==> src/rtl/pipe_interlock_ctrl.sv <==
// pipe_interlock_ctrl -- in-order pipeline interlock controller.
//
// Keeps a 3-entry scoreboard that shadows the EX, MEM and WB stages and
// decides each cycle, combinationally, whether decode may issue.
//
// Ports
//   clk, rst_n                  clock, asynchronous active-low reset
//   id_valid                    decode holds a real instruction
//   id_rs1/id_rs2               decode source indices
//   id_use_rs1/id_use_rs2       source is actually read
//   id_rd/id_wr                 decode destination and write enable
//   ex_redirect                 taken branch/jump resolved in EX
//   mem_busy                    data memory not ready, whole pipe holds
//   clr_stats                   synchronous clear of stall_cycles
//   stall_if                    hold PC and IF/ID
//   flush_id                    clear IF/ID
//   bubble_ex                   load a NOP into ID/EX
//   freeze                      hold ID/EX, EX/MEM, MEM/WB
//   state                       registered controller state
//   stall_cycles                saturating count of non-RUN cycles

// Per-entry RAW match against the decode sources.
module pipe_interlock_hit #(
  parameter int RW = 5
) (
  input  logic          i_v,
  input  logic          i_wr,
  input  logic [RW-1:0] i_rd,
  input  logic [RW-1:0] i_rs1,
  input  logic [RW-1:0] i_rs2,
  input  logic          i_use1,
  input  logic          i_use2,
  output logic          o_hit
);
  // x0 is hardwired to zero, so a write to it never produces a value.
  assign o_hit = i_v & i_wr & (i_rd != '0) &
                 ((i_use1 & (i_rs1 == i_rd)) | (i_use2 & (i_rs2 == i_rd)));
endmodule

module pipe_interlock_ctrl #(
  parameter int XLEN_REGS = 32,
  parameter int STATW     = 16
) (
  input  logic                         clk,
  input  logic                         rst_n,
  input  logic                         id_valid,
  input  logic [$clog2(XLEN_REGS)-1:0] id_rs1,
  input  logic [$clog2(XLEN_REGS)-1:0] id_rs2,
  input  logic                         id_use_rs1,
  input  logic                         id_use_rs2,
  input  logic [$clog2(XLEN_REGS)-1:0] id_rd,
  input  logic                         id_wr,
  input  logic                         ex_redirect,
  input  logic                         mem_busy,
  input  logic                         clr_stats,
  output logic                         stall_if,
  output logic                         flush_id,
  output logic                         bubble_ex,
  output logic                         freeze,
  output logic [1:0]                   state,
  output logic [STATW-1:0]             stall_cycles
);
  localparam int RW = $clog2(XLEN_REGS);
  localparam int EX = 0, MEM = 1, WB = 2;

  typedef enum logic [1:0] {
    RUN   = 2'd0,
    RAW   = 2'd1,
    MEMW  = 2'd2,
    FLUSH = 2'd3
  } st_t;

  typedef struct packed {
    logic          v;
    logic [RW-1:0] rd;
    logic          wr;
  } sb_ent_t;

  sb_ent_t [2:0]    r_sb;
  st_t              r_state;
  logic [STATW-1:0] r_sc;

  logic [1:0] w_hit;
  logic       w_raw;
  st_t        w_nxt;
  sb_ent_t    w_new;
  logic       w_stall_if, w_flush_id, w_bubble_ex, w_freeze;

  // Only EX and MEM can stall decode; WB writes the register file in the
  // first half-cycle so decode reads the fresh value.
  genvar g;
  generate
    for (g = 0; g < 2; g++) begin : g_hit
      pipe_interlock_hit #(.RW(RW)) u_hit (
        .i_v    (r_sb[g].v),
        .i_wr   (r_sb[g].wr),
        .i_rd   (r_sb[g].rd),
        .i_rs1  (id_rs1),
        .i_rs2  (id_rs2),
        .i_use1 (id_use_rs1),
        .i_use2 (id_use_rs2),
        .o_hit  (w_hit[g])
      );
    end
  endgenerate

  assign w_raw = id_valid & (|w_hit);

  // The WB shadow is tracked for completeness but never feeds a decision.
  logic w_unused_wb;
  assign w_unused_wb = ^r_sb[WB];

  always_comb begin
    w_nxt       = RUN;
    w_stall_if  = 1'b0;
    w_flush_id  = 1'b0;
    w_bubble_ex = 1'b0;
    w_freeze    = 1'b0;
    w_new       = '{v: id_valid, rd: id_rd, wr: id_wr};
    if (mem_busy) begin
      w_nxt      = MEMW;
      w_freeze   = 1'b1;
      w_stall_if = 1'b1;
    end else if (ex_redirect) begin
      w_nxt       = FLUSH;
      w_flush_id  = 1'b1;
      w_bubble_ex = 1'b1;
      w_new       = '0;
    end else if (w_raw) begin
      w_nxt       = RAW;
      w_stall_if  = 1'b1;
      w_bubble_ex = 1'b1;
      w_new       = '0;
    end
  end

  // Reset masks the combinational decision so nothing leaks out while the
  // scoreboard is being cleared.
  assign stall_if     = rst_n & w_stall_if;
  assign flush_id     = rst_n & w_flush_id;
  assign bubble_ex    = rst_n & w_bubble_ex;
  assign freeze       = rst_n & w_freeze;
  assign state        = r_state;
  assign stall_cycles = r_sc;

  always_ff @(posedge clk or negedge rst_n) begin
    if (!rst_n) begin
      r_sb    <= '0;
      r_state <= RUN;
      r_sc    <= '0;
    end else begin
      // A frozen pipe holds every stage, so the shadow holds too and the
      // pending decision is re-evaluated once memory is ready.
      if (!mem_busy) r_sb <= {r_sb[MEM], r_sb[EX], w_new};
      r_state <= w_nxt;
      if (clr_stats)                        r_sc <= '0;
      else if (w_nxt != RUN && r_sc != '1)  r_sc <= r_sc + 1'b1;
    end
  end
endmodule

==> config.mk <==
export PLATFORM = sky130hd
export DESIGN_NAME = pipe_interlock_ctrl
export DESIGN_NICKNAME = d
export VERILOG_FILES = /design/src/rtl/pipe_interlock_ctrl.sv
export SDC_FILE = /design/constraint.sdc
export NUM_CORES = 1
export LEC_CHECK = 0
export ABC_AREA = 1
export ABC_CLOCK_PERIOD_IN_PS = 4100
export BUFFER_PORTS_ARGS = -buffer_cell sky130_fd_sc_hd__buf_4
export CORE_UTILIZATION = 41
export CTS_CLUSTER_DIAMETER = 80
export DETAILED_ROUTE_END_ITERATION = 8
export MAX_ROUTING_LAYER = met4
export PLACE_DENSITY = 0.75
export SYNTH_ARGS = -nofsm -noshare
export SYNTH_HDL_FRONTEND = slang
export SYNTH_SLANG_ARGS = --single-unit
==> constraint.sdc <==
create_clock -name clk -period 4.1 [get_ports clk]
set_clock_uncertainty 0.2 [all_clocks]
set_input_delay 0 -clock clk [delete_from_list [all_inputs] [get_ports clk]]
set_output_delay 0 -clock clk [all_outputs]
set_load 0.01 [all_outputs]
==> results of run 1 <==
layout make-up:
cell class	count	area, um2
Fill cell	470	2040
Multi-Input combinational cell	218	1050
Sequential cell	32	801
Timing Repair Buffer	64	538
Inverter	50	188
Tap cell	67	83.8
Clock buffer	6	72.6
Clock inverter	2	35.0
cells in the mapped netlist, types with 2 or more instances:
| cell | instances | area, um2 |
|---|---|---|
| inv_2 | 11 | 41.3 |
| buf_1 | 2 | 7.51 |
| nor3_1 | 3 | 15.0 |
| nand4_1 | 18 | 113 |
| xnor2_1 | 3 | 26.3 |
| nand2_1 | 100 | 375 |
| nand3_1 | 31 | 155 |
| o21ai_1 | 7 | 35.0 |
| o21ai_0 | 7 | 35.0 |
| clkbuf_1 | 2 | 7.51 |
| nand2_2 | 3 | 18.8 |
| inv_1 | 38 | 143 |
| nor2_1 | 27 | 101 |
| dfrtp_1 | 32 | 801 |
| buf_2 | 3 | 15.0 |
| xor2_1 | 9 | 78.8 |
| nand2_4 | 2 | 22.5 |
repair_timing:
item / CTS / global route
hold buffers: 19 / 0
hold endpoints to repair: 48 / 0
setup buffers: 0 / 0
state kept, by name (all words and copies together) (netlist names):
signal        cells
state             2
r_sb             14
stall_cycles     16
worst min-delay path by stage:
| stage | from | end | slack [ps] | depth (start not counted) |
|---|---|---|---|---|
| after floorplan | rst_n | r_sb[0]$_DFFE_PN0N_ | -500 | 0 |
| after global placement | rst_n | stall_cycles[1]$_DFFE_PN0P_ | -230 | 1 |
| after detailed placement | rst_n | stall_cycles[0]$_DFFE_PN0P_ | -230 | 1 |
| after CTS | id_rs1[2] | r_sb[6]$_DFFE_PN0N_ | 140 | 8 |
| after global routing | id_use_rs1 | r_sb[6]$_DFFE_PN0N_ | 200 | 8 |
| final | id_rs2[3] | r_sb[6]$_DFFE_PN0N_ | 150 | 9 |
critical path: cells and delay by family (launching register included):
family	cells	cell delay, ps
buffers and inverters	2	630
flip-flops	1	430
AO/OA/AOI/OAI	1	60
AND/OR/NAND/NOR	9	800
stage by stage:
| stage | setup WS [ps] | std cells | instance area [um2] |
|---|---|---|---|
| floorplan | 2180 | 308 | 2080 |
| global placement | 2020 | 412 | 2460 |
| detailed placement | 1960 | 412 | 2460 |
| CTS | 1890 | 439 | 2770 |
| global route | 1680 | 439 | 2770 |
| finish | 1880 | 439 | 2770 |
cells by family (layout without fill, tap and decap cells):
logic type / count (synthesis) / count (layout) / synth area share, %
XOR/XNOR: 12 / 12 / 5.04
flip-flops: 32 / 32 / 38.4
adder cells (fa/ha/maj): 1 / 1 / 0.600
AND/OR/NAND/NOR: 189 / 189 / 40.9
buffers and inverters: 58 / 122 / 11.0
AO/OA/AOI/OAI: 16 / 16 / 4.02
layer usage:
layer,vias to the layer above,GRT usage [%],share of wire (%)
li1,1093,-,-
met1,906,24.0,45
met2,44,37.3,50
met3,9,3.70,3.1
met4,0,7.26,1.5
met5,-,-,0
where the power goes:
part / total [mW] / internal, mW / switching (mW)
clock network: 0.298 / 0.180 / 0.118
logic: 0.136 / 0.0605 / 0.0757
registers: 0.348 / 0.332 / 0.0158
total: 0.782 / 0.573 / 0.209
==> flow_summary.ini, run 1 <==
[sta]
slew_headroom_pct = 42.9
finalHoldViolations = 0
holdWs_ps = 146
worst_pin_slew_ps = 856
rsz0062_at_grt = no
fin_setup_tns_ps = 0
min_period_ps = 2220
max_freq_mhz = 450
slew_violations = 0
setup_viol = 0
period_share_pct = 54.2

[status]
status = completed

[worst_setup_path]
rr_endpoint = r_sb[5]$_DFFE_PN0N_
regToRegSetupSlack_ps = 1880
crit_path_end = r_sb[5]$_DFFE_PN0N_
path_class = register to register
crit_top_cell = nand2_1
required_ps = 4070
startpoint = r_sb[5]$_DFFE_PN0N_
crit_arrival_ps = 2190
end_kind = register
crit_slowest_cell = dlygate4sd3_1
r2r_cells = 12
slowest_delay_ps = 550
r2r_start = r_sb[5]$_DFFE_PN0N_
start_kind = register
path_max_fanout = 9
cp_cell_sequence = inv_2 > nand2_1 > nand2_1 > nor2_1 > nand3_1 > nand2_1 > nand2_1 > nand2_1 > nand2_2 > nand3_1 > dlygate4sd3_1 > o21ai_1

[routing]
first_iter_violations = 78
dr.pass1.iters = 4
antenna_left = 0
totalWireLength_um = 4960
vias = 2052
drc_errors = 0
avgRoutedWirePerCell_um = 11.3
via_per_inst = 4.67

[power]
p_leak_nw = 1.57
peakVddDrop_mv = 0.174
totalPowerFinal_uw = 782
power_density_nw_per_um2 = 282

[finish]
antenna_cells = 0
area_growth_pct = 33.0
final_cell_mix = 100 x nand2_1, 45 x buf_4, 38 x inv_1, 32 x dfrtp_1, 31 x nand3_1
nNetsFinal = 396
layout-drive-gt1-share_pct = 19.4
final_common_cell = nand2_1
final_core_util_pct = 57.6

[floorplanning]
fp.dieH_um = 73.3
rows = 25
pin_count = 46
start_util_pct = 43.3
fp.dieW_um = 73.3
dieArea_um2 = 5370
core_area_um2 = 4820

[global_routing]
grt_max_degree = 33
first_global_vias = 1926
grt_pass1_wl_um = 8400
grt_usage_pct = 21.1
overflow = 0
antenna_found_initial = 0

[job]
max_cap_viol_count = 0

[clock_tree]
cts_resized = 0
root_buffer = clkbuf_8
cts_tree = built
clock-sinks = 32
clock_latency_ps = 290
cts-buffers-inserted = 5
clk_pin_slew_ps = 70
cts_buffer_depth = 2
htree_levels = 2

[synth]
synth_nets = 333
ys_seq_elements = 32
ys_warn_count = 0
ys.flop_type = dfrtp_1
syn-cell-area_um2 = 2080
synthCells = 308
ys_async_sr_fraction_pct = 100
ys_seq_area_share_pct = 38.4
synth-edff-count = 0
synth_cell_types = 27
syn_area_per_cell_um2 = 6.77

[worst_hold_path]
hp-class = input pin to register

[placed_design]
portBuffers = 45
place_congestion = 0.911
hpwl_um = 3460
No activity file was read; power rests on OpenSTA's default activity.
==> run 2, diff against run 1 <==
--- a/config.mk
+++ b/config.mk
@@ -6,7 +6,7 @@
 export NUM_CORES = 1
 export LEC_CHECK = 0
 export ABC_AREA = 1
-export ABC_CLOCK_PERIOD_IN_PS = 4100
+export ABC_CLOCK_PERIOD_IN_PS = 2250
 export BUFFER_PORTS_ARGS = -buffer_cell sky130_fd_sc_hd__buf_4
 export CORE_UTILIZATION = 41
 export CTS_CLUSTER_DIAMETER = 80
==> constraint.sdc (replaced) <==
create_clock -name clk -period 2.25 [get_ports clk]
set_clock_uncertainty 0.2 [all_clocks]
set_input_delay 0 -clock clk [delete_from_list [all_inputs] [get_ports clk]]
set_output_delay 0 -clock clk [all_outputs]
set_load 0.01 [all_outputs]
==> flow_summary.ini, run 2 (same netlist as run 1, synthesis figures left out) <==
[status]
status = completed

[worst_setup_path]
start_kind = register
path_class = register to output port
required_ps = 2050
path_max_fanout = 8
regToRegSetupSlack_ps = 190
end_kind = output port
crit_arrival_ps = 1860

[clock_tree]
root_buffer = clkbuf_8
cts_tree = built
clock_latency_ps = 280
clock-sinks = 32
htree_levels = 2
clk_pin_slew_ps = 70
cts-buffers-inserted = 5
cts_buffer_depth = 2

[routing]
avgRoutedWirePerCell_um = 11.6
first_iter_violations = 83
vias = 2085
dr.pass1.iters = 4
antenna_left = 0
via_per_inst = 4.72
drc_errors = 0
totalWireLength_um = 5110

[sta]
worst_pin_slew_ps = 884
period_share_pct = 91.7
slew_headroom_pct = 41.0
fin_ws_ps = 187
holdWs_ps = 134
max_freq_mhz = 485
finalHoldViolations = 0
slew_violations = 0
setup_viol = 0
min_period_ps = 2060

[job]
max_cap_viol_count = 0

[finish]
nNetsFinal = 399
final_cell_mix = 99 x nand2_1, 53 x buf_4, 38 x inv_1, 31 x nand3_1, 31 x dfrtp_1
final_core_util_pct = 57.7
largest_reg_flops = 16
area_growth_pct = 33.4
design_area_um2 = 2780
final_common_cell = nand2_1
final_cells = 442
layout-drive-gt1-share_pct = 22.9
antenna_cells = 0

[global_routing]
grt_usage_pct = 21.1
grt_pass1_wl_um = 8490
first_global_vias = 1906
overflow = 0
antenna_found_initial = 0
grt_max_degree = 33

[placed_design]
place_ws_ps = 172
hpwl_um = 3610
post_dp_cell_area_um2 = 2500
portBuffers = 45
place_congestion = 0.883
placedCellCount = 417

[floorplanning]
fp.dieH_um = 73.3
fp.dieW_um = 73.3
dieArea_um2 = 5370
core_area_um2 = 4820
start_util_pct = 43.3
rows = 25
pin_count = 46

[power]
peakVddDrop_mv = 0.292
p_leak_nw = 1.59
power_density_nw_per_um2 = 482

[worst_hold_path]
hp-class = input pin to register
## run 2: critical path: stages (launching register included)
cell and delay [ps]:
dfrtp_1 430, nand2_1 90, nand2_1 50, nor2_1 110, nand3_1 90, nand2_1 70, nand2_1 60, nand2_2 80
nand2_2 70, buf_4 170, o31ai_1 190, buf_4 160
## run 2: routing by layer
layer	up-vias	part of all wire, %	wire length, um	GRT usage (%)
li1	1101	-	-	-
met4	0	0.98	50	5.77
met5	-	0	0	-
met3	6	3.0	151	3.29
met1	938	45	2300	25.6
met2	40	51	2610	36.6
## run 2: worst paths after layout
check                           cells after the start                   startpoint                      endpoint
worst min register to register                      2          r_sb[7]$_DFFE_PN0N_           r_sb[7]$_DFFE_PN0N_
worst max register to register                     11  stall_cycles[0]$_DFFE_PN0P_   stall_cycles[1]$_DFFE_PN0P_
worst min-delay path                                8                    id_rs2[0]           r_sb[6]$_DFFE_PN0N_
max in group asynchronous                           4                        rst_n           r_sb[3]$_DFFE_PN0N_
min in group asynchronous                           3                        rst_n  stall_cycles[10]$_DFFE_PN0P_
worst max-delay path                               11          r_sb[9]$_DFFE_PN0N_                      stall_if
## run 2: through the flow
step | setup TNS, ps | power [mW]
after floorplan | 0 | 0.770
after global placement | 0 | 0.863
after detailed placement | 0 | 0.867
after CTS | 0 | 1.35
after global routing | -1.91 | 1.42
final | 0 | 1.34
## run 2: cell type report
| cell class | instances | area [um2] |
|---|---|---|
| clock buffers | 6 | 82.6 |
| clock inverters | 2 | 10.0 |
| fillers | 484 | 2040 |
| inverters | 50 | 188 |
| multi-input cells | 218 | 1080 |
| flip-flops and latches | 32 | 802 |
| well taps | 67 | 83.8 |
| repair buffers | 67 | 539 |
## run 2: power by group
| group | internal, mW | switching [mW] |
|---|---|---|
| clock | 0.244 | 0.219 |
| sequential | 0.605 | 0.0296 |
| combinational | 0.107 | 0.137 |
| total | 0.956 | 0.386 |
## run 2: repair_timing
item / 4_1_cts / 5_1_grt
hold endpoints to repair: 48 / 0
gates resized for setup: 0 / 7
hold buffers: 13 / 0
endpoints found under the setup margin: 0 / 10
setup buffers: 0 / 4
==> run 3, diff against run 2 <==
--- a/config.mk
+++ b/config.mk
@@ -9,10 +9,13 @@
 export ABC_CLOCK_PERIOD_IN_PS = 2250
 export BUFFER_PORTS_ARGS = -buffer_cell sky130_fd_sc_hd__buf_4
 export CORE_UTILIZATION = 41
+export CTS_BUF_LIST = sky130_fd_sc_hd__clkbuf_8
 export CTS_CLUSTER_DIAMETER = 80
 export DETAILED_ROUTE_END_ITERATION = 8
 export MAX_ROUTING_LAYER = met4
 export PLACE_DENSITY = 0.75
+export RECOVER_POWER = 25
+export SLEW_MARGIN = 25
 export SYNTH_ARGS = -nofsm -noshare
 export SYNTH_HDL_FRONTEND = slang
 export SYNTH_SLANG_ARGS = --single-unit
==> flow_summary.ini, run 3 (same netlist as run 1, synthesis figures left out) <==
[worst_setup_path]
startpoint = r_sb[9]$_DFFE_PN0N_
r2r_start = stall_cycles[0]$_DFFE_PN0P_
end_kind = output port
required_ps = 2050
crit_arrival_ps = 1870
path_max_fanout = 8
start_kind = register
path_class = register to output port

[floorplanning]
fp.dieW_um = 73.3
fp.dieH_um = 73.3
core_area_um2 = 4820
dieArea_um2 = 5370
pin_count = 46
rows = 25
start_util_pct = 43.3

[placed_design]
portBuffers = 45
place_congestion = 0.883
post_dp_cell_area_um2 = 2500
hpwl_um = 3610

[clock_tree]
htree_levels = 2
cts_tree = built
clock_latency_ps = 280
cts-buffers-inserted = 5
cts_buffer_depth = 2
root_buffer = clkbuf_8
clock-sinks = 32
clk_pin_slew_ps = 70

[global_routing]
antenna_found_initial = 0
grt_pass1_wl_um = 8490
grt_max_degree = 33
first_global_vias = 1906
grt_usage_pct = 21.1
overflow = 0

[routing]
dr.pass1.iters = 4
via_per_inst = 4.73
antenna_left = 0
drc_errors = 0
totalWireLength_um = 5090
vias = 2090
avgRoutedWirePerCell_um = 11.5
first_iter_violations = 100

[worst_hold_path]
hp-class = input pin to register
min_from = id_rs2[0]

[power]
power_density_nw_per_um2 = 487
seqPwrFrac_pct = 47.5
p_leak_nw = 1.55
peakVddDrop_mv = 0.290
power_switching_uw = 386
pwr-share-comb_pct = 17.8
totalPowerFinal_mw = 1.34
swShare_pct = 28.9
p_int_uw = 950
clkPwrFrac_pct = 34.7

[finish]
final_cell_mix = 99 x nand2_1, 42 x buf_4, 38 x inv_1, 31 x nand3_1, 31 x dfrtp_1
area_growth_pct = 31.5
antenna_cells = 0
final_common_cell = nand2_1
nNetsFinal = 399
layout-drive-gt1-share_pct = 20.0
largest_reg_flops = 16
design_area_um2 = 2740

[sta]
period_share_pct = 92.1
max_freq_mhz = 483
worst_pin_slew_ps = 878
min_period_ps = 2070
slew_violations = 0
fin_setup_tns_ps = 0
setup_viol = 0
finalHoldViolations = 0
slew_headroom_pct = 41.4

[job]
max_cap_viol_count = 0

[status]
status = completed
run 3: repair_timing:
action / CTS / global route
gates resized for setup: 0 / 7
endpoints found under the hold margin: 48 / 0
hold buffers: 13 / 0
buffers inserted: 0 / 4
endpoints found under the setup margin: 0 / 10
run 3: area by class of cell:
class | instances | area (um2)
clock inverters | 2 | 10.0
fillers | 496 | 2080
inverters | 50 | 188
flip-flops and latches | 32 | 802
repair buffers | 67 | 498
multi-input cells | 218 | 1080
well taps | 67 | 83.8
clock buffers | 6 | 82.6
run 3: routing by layer:
layer  track usage [%]  routed length, um
met5                 -                  0
met3              3.29                146
met1              25.6               2290
met4              5.77                 50
met2              36.6               2600
run 3: per-stage QoR:
stage | instances | hold WS, ps | worst slack, ps | utilization, %
floorplan | 308 | -496 | 327 | -
finish | 442 | 132 | 179 | 56.9
global placement | 417 | -235 | 249 | 51.9
detailed placement | 417 | -229 | 172 | 51.9
global route | 442 | 193 | -1.91 | 56.9
CTS | 438 | 143 | 104 | 56.6
run 3: worst paths after layout:
| check | to | slack [ps] | depth (start not counted) |
|---|---|---|---|
| worst max register to register | stall_cycles[1]$_DFFE_PN0P_ | 190 | 11 |
| max in group asynchronous | r_sb[3]$_DFFE_PN0N_ | 310 | 4 |
| worst max-delay path | stall_if | 180 | 11 |
| worst min-delay path | r_sb[6]$_DFFE_PN0N_ | 130 | 8 |
| worst min register to register | r_sb[7]$_DFFE_PN0N_ | 280 | 2 |
| min in group asynchronous | stall_cycles[10]$_DFFE_PN0P_ | 470 | 3 |
run 3: worst max-delay path, cell delays in order (launching register included):
cell,delay (ps)
dfrtp_1,430
nand2_1,90
nand2_1,50
nor2_1,110
nand3_1,90
nand2_1,80
nand2_1,60
nand2_2,80
nand2_2,70
buf_4,170
o31ai_1,190
buf_4,160
run 3: power by group through the flow:
stage	Sequential, mW	Clock, mW	Combinational (mW)
after floorplan	0.642	0	0.129
after global placement	0.643	0	0.220
after detailed placement	0.645	0	0.222
after CTS	0.634	0.475	0.241
after global routing	0.639	0.498	0.272
final	0.634	0.463	0.238
